[src/rtl/dsi_sched_pkg.sv]
// dsi_sched_pkg: FSM state encoding, DSI data types and command bytes for the line scheduler.
package dsi_sched_pkg;
    typedef enum logic [2:0] {
        ST_IDLE,
        ST_SYNC_VS,
        ST_SYNC_HS,
        ST_WAIT_DATA,
        ST_PAYLOAD,
        ST_GAP,
        ST_SYNC_VE
    } sched_state_t;
    localparam logic [5:0] DT_VSS = 6'h01;
    localparam logic [5:0] DT_VSE = 6'h11;
    localparam logic [5:0] DT_HSS = 6'h21;
    localparam logic [5:0] DT_RGB888 = 6'h3E;
    localparam logic [7:0] CMD_FRAME_BYTE = 8'h3F;
    localparam logic [7:0] CMD_LINE_BYTE = 8'h6B;
endpackage

[src/rtl/dsi_cmd_pending.sv]
// dsi_cmd_pending: one-deep command latch with line_ended flag and sticky overrun detect.
module dsi_cmd_pending import dsi_sched_pkg::*; #(
    parameter logic [7:0] CMD_FRAME = CMD_FRAME_BYTE,
    parameter logic [7:0] CMD_LINE = CMD_LINE_BYTE
) (
    input  logic       clock,
    input  logic       reset,
    input  logic       cmd_valid_i,
    input  logic [7:0] cmd_i,
    input  logic       line_end_i,
    input  logic       clr_i,
    output logic       full_o,
    output logic       is_frame_o,
    output logic       line_ended_o,
    output logic       err_overrun_o
);
    logic hit;
    logic take;
    always_comb begin
        hit = cmd_valid_i && (cmd_i == CMD_FRAME || cmd_i == CMD_LINE);
        take = hit && (!full_o || clr_i);
    end
    // a command landing in the clearing cycle is accepted, not dropped
    always_ff @(posedge clock) begin
        if (reset) begin
            full_o <= 1'b0;
            is_frame_o <= 1'b0;
            line_ended_o <= 1'b0;
            err_overrun_o <= 1'b0;
        end else begin
            full_o <= take || (full_o && !clr_i);
            if (take)
                is_frame_o <= cmd_i == CMD_FRAME;
            line_ended_o <= take ? line_end_i : (clr_i ? 1'b0 : (line_ended_o || line_end_i));
            if (hit && full_o && !clr_i)
                err_overrun_o <= 1'b1;
        end
    end
endmodule

[src/rtl/dsi_line_scheduler.sv]
// dsi_line_scheduler: sequences DSI sync and RGB888 line packets from SPI commands and the line FIFO.
// Build option DSI_VSYNC_END_EN appends a VSync-end packet after the last line of each frame.
module dsi_line_scheduler import dsi_sched_pkg::*; #(
    parameter int         LINE_BYTES = 480,
    parameter int         LINES_PER_FRAME = 240,
    parameter int         FIFO_AW = 10,
    parameter int         START_THRESHOLD = 64,
    parameter int         LP_GAP_CYCLES = 16,
    parameter logic [7:0] CMD_FRAME = CMD_FRAME_BYTE,
    parameter logic [7:0] CMD_LINE = CMD_LINE_BYTE,
    parameter logic [7:0] PAD_BYTE = 8'h00
) (
    input  logic             clock,
    input  logic             reset,
    input  logic             cmd_valid_i,
    input  logic [7:0]       cmd_i,
    input  logic             line_end_i,
    input  logic [FIFO_AW:0] fifo_level_i,
    input  logic [7:0]       fifo_data_i,
    output logic             fifo_rd_o,
    input  logic             pkt_ready_i,
    output logic             pkt_start_o,
    output logic [5:0]       pkt_dt_o,
    output logic [15:0]      pkt_wc_o,
    input  logic             payload_req_i,
    output logic [7:0]       payload_o,
    output logic [7:0]       line_cnt_o,
    output logic             busy_o,
    output logic             err_short_o,
    output logic             err_overrun_o
);
    localparam int BW = $clog2(LINE_BYTES);
    localparam int GW = $clog2(LP_GAP_CYCLES + 1);
    localparam logic [BW-1:0] LAST_BYTE = BW'(LINE_BYTES - 1);
    localparam logic [GW-1:0] LAST_GAP = GW'(LP_GAP_CYCLES - 1);
    localparam logic [FIFO_AW:0] THRESH = (FIFO_AW + 1)'(START_THRESHOLD);
    localparam logic [7:0] LAST_LINE = 8'(LINES_PER_FRAME - 1);
    localparam logic [15:0] WC_LINE = 16'(LINE_BYTES);
    sched_state_t  state;
    logic [BW-1:0] byte_cnt;
    logic [GW-1:0] gap_cnt;
    logic          pend_full;
    logic          pend_frame;
    logic          line_ended;
    logic          gap_done;
    logic          can_launch;
    logic          byte_take;
    dsi_cmd_pending #(.CMD_FRAME(CMD_FRAME), .CMD_LINE(CMD_LINE)) u_pending (
        .clock(clock),
        .reset(reset),
        .cmd_valid_i(cmd_valid_i),
        .cmd_i(cmd_i),
        .line_end_i(line_end_i),
        .clr_i(gap_done),
        .full_o(pend_full),
        .is_frame_o(pend_frame),
        .line_ended_o(line_ended),
        .err_overrun_o(err_overrun_o)
    );
    // no launch while the previous pulse is still visible to the engine
    always_comb begin
        can_launch = pkt_ready_i && !pkt_start_o;
        byte_take = state == ST_PAYLOAD && payload_req_i;
        fifo_rd_o = byte_take && fifo_level_i != '0;
        payload_o = fifo_rd_o ? fifo_data_i : (byte_take ? PAD_BYTE : 8'h00);
        gap_done = state == ST_GAP && gap_cnt == LAST_GAP;
        busy_o = state != ST_IDLE;
    end
    always_ff @(posedge clock) begin
        if (reset) begin
            state <= ST_IDLE;
            pkt_start_o <= 1'b0;
            pkt_dt_o <= '0;
            pkt_wc_o <= '0;
            line_cnt_o <= '0;
            err_short_o <= 1'b0;
            byte_cnt <= '0;
            gap_cnt <= '0;
        end else begin
            pkt_start_o <= 1'b0;
            case (state)
                ST_IDLE: if (pend_full) begin
                    if (pend_frame)
                        line_cnt_o <= '0;
                    if (can_launch) begin
                        pkt_start_o <= 1'b1;
                        pkt_dt_o <= pend_frame ? DT_VSS : DT_HSS;
                        pkt_wc_o <= '0;
                        state <= pend_frame ? ST_SYNC_HS : ST_WAIT_DATA;
                    end else
                        state <= pend_frame ? ST_SYNC_VS : ST_SYNC_HS;
                end
                ST_SYNC_VS: if (can_launch) begin
                    pkt_start_o <= 1'b1;
                    pkt_dt_o <= DT_VSS;
                    pkt_wc_o <= '0;
                    state <= ST_SYNC_HS;
                end
                ST_SYNC_HS: if (can_launch) begin
                    pkt_start_o <= 1'b1;
                    pkt_dt_o <= DT_HSS;
                    pkt_wc_o <= '0;
                    state <= ST_WAIT_DATA;
                end
                ST_WAIT_DATA: if ((fifo_level_i >= THRESH || line_ended) && can_launch) begin
                    pkt_start_o <= 1'b1;
                    pkt_dt_o <= DT_RGB888;
                    pkt_wc_o <= WC_LINE;
                    byte_cnt <= '0;
                    state <= ST_PAYLOAD;
                end
                ST_PAYLOAD: if (payload_req_i) begin
                    byte_cnt <= byte_cnt + 1'b1;
                    if (fifo_level_i == '0)
                        err_short_o <= 1'b1;
                    if (byte_cnt == LAST_BYTE) begin
                        gap_cnt <= '0;
                        state <= ST_GAP;
                    end
                end
                ST_GAP: begin
                    gap_cnt <= gap_cnt + 1'b1;
                    if (gap_done) begin
                        line_cnt_o <= line_cnt_o == LAST_LINE ? 8'h00 : line_cnt_o + 8'h01;
`ifdef DSI_VSYNC_END_EN
                        state <= line_cnt_o == LAST_LINE ? ST_SYNC_VE : ST_IDLE;
`else
                        state <= ST_IDLE;
`endif
                    end
                end
`ifdef DSI_VSYNC_END_EN
                ST_SYNC_VE: if (can_launch) begin
                    pkt_start_o <= 1'b1;
                    pkt_dt_o <= DT_VSE;
                    pkt_wc_o <= '0;
                    state <= ST_IDLE;
                end
`endif
                default: state <= ST_IDLE;
            endcase
        end
    end
endmodule

[config.mk]
export PLATFORM = sky130hd
export DESIGN_NAME = dsi_line_scheduler
export DESIGN_NICKNAME = d
export VERILOG_FILES = /design/src/rtl/dsi_sched_pkg.sv /design/src/rtl/dsi_cmd_pending.sv /design/src/rtl/dsi_line_scheduler.sv
export SDC_FILE = /design/constraint.sdc
export NUM_CORES = 1
export LEC_CHECK = 0
export CAP_MARGIN = 5
export CORE_MARGIN = 4
export CORE_UTILIZATION = 44
export CTS_BUF_LIST = sky130_fd_sc_hd__clkbuf_4 sky130_fd_sc_hd__clkbuf_8
export DETAILED_ROUTE_END_ITERATION = 6
export PLACE_DENSITY = 0.91
export SYNTH_ARGS = -nofsm -noshare
export SYNTH_HDL_FRONTEND = slang
export SYNTH_SLANG_ARGS = --single-unit
[constraint.sdc]
create_clock -name clock -period 3 [get_ports clock]
set_input_delay 0.75 -clock clock [delete_from_list [all_inputs] [get_ports clock]]
set_output_delay 0.75 -clock clock [all_outputs]
set_load 0.02 [all_outputs]
## Word level (Yosys, flattened, before mapping)

Cells that the tools add are included.

| storage, ports and cells | value |
|---|---|
| output and inout port bits | 43 |
| input bits | 33 |
| word-level logic and storage cells | 110 |
| register bits | 53 |

| operators by class | value |
|---|---|
| add/subtract/negate cells | 3 |
| equality and inequality tests | 19 |
| mux-type cells | 40 |
| $lt $le $gt $ge | 1 |
| reductions and logical operators | 35 |

Operators by type and width:

| cell | number |
|---|---|
| 16-bit 2-to-1 mux | 3 |
| 16-bit one-hot mux with 3 select lines | 1 |
| 8-bit 2-to-1 mux | 5 |
| 6-bit 2-to-1 mux | 6 |
| 6-bit one-hot mux with 4 select lines | 1 |
| 3-bit 2-to-1 mux | 7 |
| 9-bit 2-to-1 mux | 2 |
| 3-bit one-hot mux with 6 select lines | 1 |
| 9-bit one-hot mux with 2 select lines | 1 |
| 8-bit one-hot mux with 2 select lines | 1 |
| 3-bit AND reduction | 4 |
| 11-bit by 7-bit greater-or-equal comparator with 1-bit output (second input constant) | 1 |
| 11-bit zero test | 1 |
| 11-bit nonzero test | 1 |
| 1-bit logical AND | 10 |
| 5-bit 2-to-1 mux | 2 |
| 2-bit inequality test (second input constant) | 5 |
| 5-bit one-hot mux with 2 select lines | 1 |
| 9-bit by 1-bit adder with 9-bit output (second input constant) | 1 |
| 9-bit == test (second input constant) | 1 |
| 8-bit by 1-bit adder with 8-bit output (second input constant) | 1 |
| 8-bit by 6-bit == test with 1-bit output (second input constant) | 1 |
| 8-bit by 7-bit == test with 1-bit output (second input constant) | 1 |
| 8-bit == test (second input constant) | 1 |
| other kinds (19) | 39 |

## Depth between registers and ports, before layout

| depth | value |
|---|---|
| word-level depth | 5 |
| mapped depth | 8 |
| gate-level depth less buffers | 8 |

## By module

Synthesis repeated with hierarchy kept, for this count alone.

| unflattened totals | value |
|---|---|
| cells, all modules | 245 |
| area total of the unflattened synthesis | 2,074.5 um2 |

Modules (own cells, without submodules):

| module | area an instance (um2) | instances | seq. area each (um2) | cells an instance |
|---|---|---|---|---|
| dsi_line_scheduler | 1,843.0 | 1 | 620.6 | 222 |
| dsi_cmd_pending | 231.5 | 1 | 80.1 | 23 |

## Least setup slack after synthesis

OpenSTA, ideal clock, no wires.

| timing | value |
|---|---|
| kind | input to output |
| start | input port fifo_level_i[1] |
| end | output port payload_o[0] |
| buffers on the path | 0 |
| cell stages on the path | 4 |
| required time | 2.250 ns |
| data arrival time | 2.032 ns |
| setup slack | 0.218 ns |
| cell sequence | or4_1 -> nor4_1 -> nor2_1 -> and2_1 |

| on the way | value |
|---|---|
| word-level cells in the longest chain between the ends | 3 |

Ends and longest elaborated chain:

| what | line | text |
|---|---|---|
| from (decl) | dsi_line_scheduler.sv:18 | `input logic [FIFO_AW:0] fifo_level_i,` |
| 11-bit nonzero test | dsi_line_scheduler.sv:64 | `fifo_rd_o = byte_take && fifo_level_i != '0;` |
| 1-bit logical AND | dsi_line_scheduler.sv:64 |  |
| net fifo_rd_o | dsi_line_scheduler.sv:20 | `output logic fifo_rd_o,` |
| 8-bit 2-to-1 mux | dsi_line_scheduler.sv:65 | `payload_o = fifo_rd_o ? fifo_data_i : (byte_take ? PAD_BYTE : 8'h00);` |
| to (decl) | dsi_line_scheduler.sv:26 | `output logic [7:0] payload_o,` |

The timed path passes the listed nets, and every way through them passes these cells.

## Final worst setup path

| timing | value |
|---|---|
| start | input port fifo_level_i[9] |
| end | output port payload_o[2] |

| on the way | value |
|---|---|
| word-level cells in the longest chain between the ends | 3 |

Ends and longest elaborated chain:

| what | line |
|---|---|
| 11-bit nonzero test | dsi_line_scheduler.sv:64 |
| 1-bit logical AND | dsi_line_scheduler.sv:64 |
| 8-bit 2-to-1 mux | dsi_line_scheduler.sv:65 |

No other way between the ends.

==> metrics.md <==
| Metric | Value |
|---|---|
| Routed Antenna Nets | `0` |
| Via density | `5.330` |
| Final Max Slew Viols | `0` |
| Netlist cell types | `47` |
| Yosys warning count | `0` |
| Clock Path Buffers | `2` |
| Syn_area_per_cell | `8.189 µm²` |
| Status | `finished clean` |
| Area Overhead vs Synth | `37.76%` |
| Cell Chain, Critical Path | `clkdlybuf4s15_1 -> or4b_4 -> nor4_4 -> nor2_2 -> and2_1 -> buf_6` |
| Final net count | `349` |
| WHS Endpoint | `pkt_dt_o[0]` |
| GRT Residual Overflow | `0` |
| Die Wd | `75.39 µm` |
| Syn Inst Count | `244` |
| Worst Hold Path Cells | `2` |
| Via count | `~1900` |
| Synth top area share | `35.07%` |
| Port buffer count | `63` |
| Final worst-path cycle share | `98.47%` |
| # setup viols final | `0` |
| Synth Flop Type | `dfxtp_1` |
| Core Util, Final | `62.79%` |
| Tmin final | `2.954 ns` |
| Max VDD drop | `0.2132 mV` |
| FMAX | `338.5 MHz` |
| Final hold vios | `0` |
| IO Pins | `76` |
| GR Util All Layers | `18.91%` |
| Clock H-tree levels | `2` |
| Layout cells sized above 1 | `16.99%` |
| Mapped cell area | `1998 µm²` |
| Worst-path maximum fanout | `4` |
| Diode count | `0` |
| CTS root buffer | `clkbuf_8` |
| Worst min-delay path startpoint | `pkt_dt_o[0]` |
| Post-CTS Hold Fix Bufs | `0` |
| TritonCTS clock tree | `yes` |
| Total iterations of the first detailed-routing run | `4` |
| Yosys reg bits | `35` |
| Reg-to-reg startpoint | `gap_cnt[0]` |
| Seq/Total Area, Yosys | `around a third` |
| Reg2reg end | `line_cnt_o[6]` |
| CP peak stage delay | `between 0.5 and 0.6 ns` |
| Clk slew on worst S/H paths | `0.07 ns` |
| Ranking of synthesized cells by area | `dfxtp_1, buf_4, a21oi_1, nor2_1, nand2_1` |
| Die H | `75.39 µm` |
| TritonCTS Buffers | `5` |
| Async SR Flop Fraction | `0%` |
| Place WS | `-0.7542 ns` |
| Critical path class | `in2out` |
| Measured slew at the worst slew-check pin | `0.5181 ns` |
| Starting Density | `45.58%` |
| Tot Pwr | `1.214 mW` |
| Leakage | `1.058 nW` |
| Worst Path Arrival | `2.20 ns` |
| Slowest CP cell | `or4b_4` |
| Clock latency on the worst-skew pair | `0.30 ns` |
| Largest net degree at the start of global routing | `16` |
| Hold Crit Class | `reg2reg` |
| Number of synthesized flops with an enable pin | `0` |
| Max Cap Viol | `0` |
| Post-layout worst setup margin | `0.04583 ns` |
| Fin Clk Skew | `0.006778 ns` |
| Crit path required time | `2.25 ns` |
| Nature of the critical path endpoint | `output port` |
| Setup crit start kind | `input pin` |
| Detailed placement HPWL | `3918 µm` |
| Routed wire per std cell | `approximately 14 µm` |
| FF-to-FF path depth | `8` |
| R2R Setup Slk | `0.74 ns` |
| DRT Wirelength | `5046 µm` |
| Initial antenna violation count | `0` |
| Vias in the first global route | `1926` |
| Core area | `4384 µm²` |
| Routability Congestion | `0.8771` |
| Initial DRC count | `130` |
| Rows | `24` |
| Cell taking the most area after synthesis | `dfxtp_1` |
| First-pass GRT wire length | `around 8100 µm` |
| Max transition margin | `65.39%` |
| Die ar. | `5684 µm²` |
| CTS Sinks | `35` |
| DRC Markers | `0` |
| Power density over the cells | `441.1 nW/µm²` |
## worst max-delay path, delay by kind of cell
family / cells / cell delay, ns
buf+inv: 2 / 0.33
simple gates: 4 / 1.13
## state kept, by name (all words and copies together) (netlist names)
name                     count
pkt_dt_o                     3
pkt_start_o                  1
gap_cnt                      5
pkt_wc_o                     1
byte_cnt                     9
u_pending.line_ended_o       1
state                        3
line_cnt_o                   8
err_short_o                  1
u_pending.is_frame_o         1
u_pending.err_overrun_o      1
u_pending.full_o             1
## synth_stat cells, types with 2 or more instances
master / instances
nand2_1: 23
xor2_1: 6
inv_1: 7
nor2_1: 28
and3_1: 3
and2_1: 9
dfxtp_1: 35
nand2b_1: 3
o21ai_0: 5
nand4_1: 5
xnor2_1: 6
or3_1: 3
nor3_1: 6
o31ai_1: 3
buf_6: 3
nor3b_1: 2
nor2b_1: 5
clkbuf_1: 4
or4_1: 3
ha_1: 5
buf_4: 18
nand3_1: 11
a21oi_1: 22
a41oi_1: 3
nor4_1: 3
a21oi_2: 2
## layout make-up
type                    instances  area [µm²]
clock inverters                 1       5.005
inverters                       7       26.28
clock buffers                   7       83.83
fillers                       381        1632
repair buffers                 73       693.2
multi-input cells             189        1179
well taps                      52       65.06
flip-flops and latches         35       700.7
## stage by stage
step | area, µm² | TNS, ns | hold WS (ns) | instances
final | 2753 | 0 | 0.4760 | 364
after global routing | 2753 | -0.007718 | 0.4910 | 364
after CTS | 2745 | 0 | 0.4777 | 363
after detailed placement | 2619 | -6.584 | 0.4666 | 354
after global placement | 2619 | -5.987 | 0.4353 | 354
after floorplan | 2039 | 0 | 0.4544 | 255
## worst max path at each step
stage                         start           end  slack, ns  cells past startpoint
global route        fifo_level_i[9]  payload_o[2]     -0.008                      6
finish              fifo_level_i[9]  payload_o[2]       0.05                      6
detailed placement  fifo_level_i[7]  payload_o[4]      -0.75                      7
global placement    fifo_level_i[7]  payload_o[3]      -0.68                      7
floorplan           fifo_level_i[1]  payload_o[0]       0.22                      4
CTS                 fifo_level_i[9]  payload_o[7]      0.009                      6
## placed cells by master, fill, tap and decap left out, drive strengths merged, types with 2 or more instances in the layout
cell,n
and2,10
nor3b,3
nand3,11
a21oi,24
nor2,30
o41ai,2
or4,3
xnor2,6
clkbuf,9
buf,21
o21ai,5
nor3,6
a41oi,3
nand4,5
or3,3
ha,5
clkdlybuf4s15,3
nor2b,5
nor4,3
nand2b,3
clkdlybuf4s50,45
o31ai,4
dfxtp,35
inv,7
conb,12
and3,3
nand2,23
xor2,6
## routing by layer
metal  global-route usage, %  vias to the layer above  wire length [µm]
met5                       0                        -                 0
met1                   19.09                      889              1964
met3                   3.826                       12               368
met2                   34.13                       73              2569
met4                   13.79                        0               144
li1                        -                      966                 -
## power breakdown
| group | leakage [nW] | internal, mW | switching (mW) |
|---|---|---|---|
| sequential | 0.283 | 0.489 | 0.0195 |
| clock | 0.0491 | 0.181 | 0.168 |
| combinational | 0.726 | 0.157 | 0.200 |
| total | 1.06 | 0.826 | 0.388 |
## what timing repair did
item | CTS | global route
resized for setup | 78 | 7
endpoints found under the setup margin | 9 | 9
pin swaps | 14 | 4
setup buffers | 0 | 1
cloned | 1 | 0
## cell families after synthesis
family          count (synthesis)  share of synthesized area (%)
compound gates                 47                          16.09
xor+xnor                       12                          5.260
fa+ha+maj                       5                          3.131
buf+inv                        32                          10.52
flops                          35                          35.07
mux                             2                          1.064
other cells                     1                         0.1877
simple gates                  110                          28.68
(Power assumes the default switching activity.)
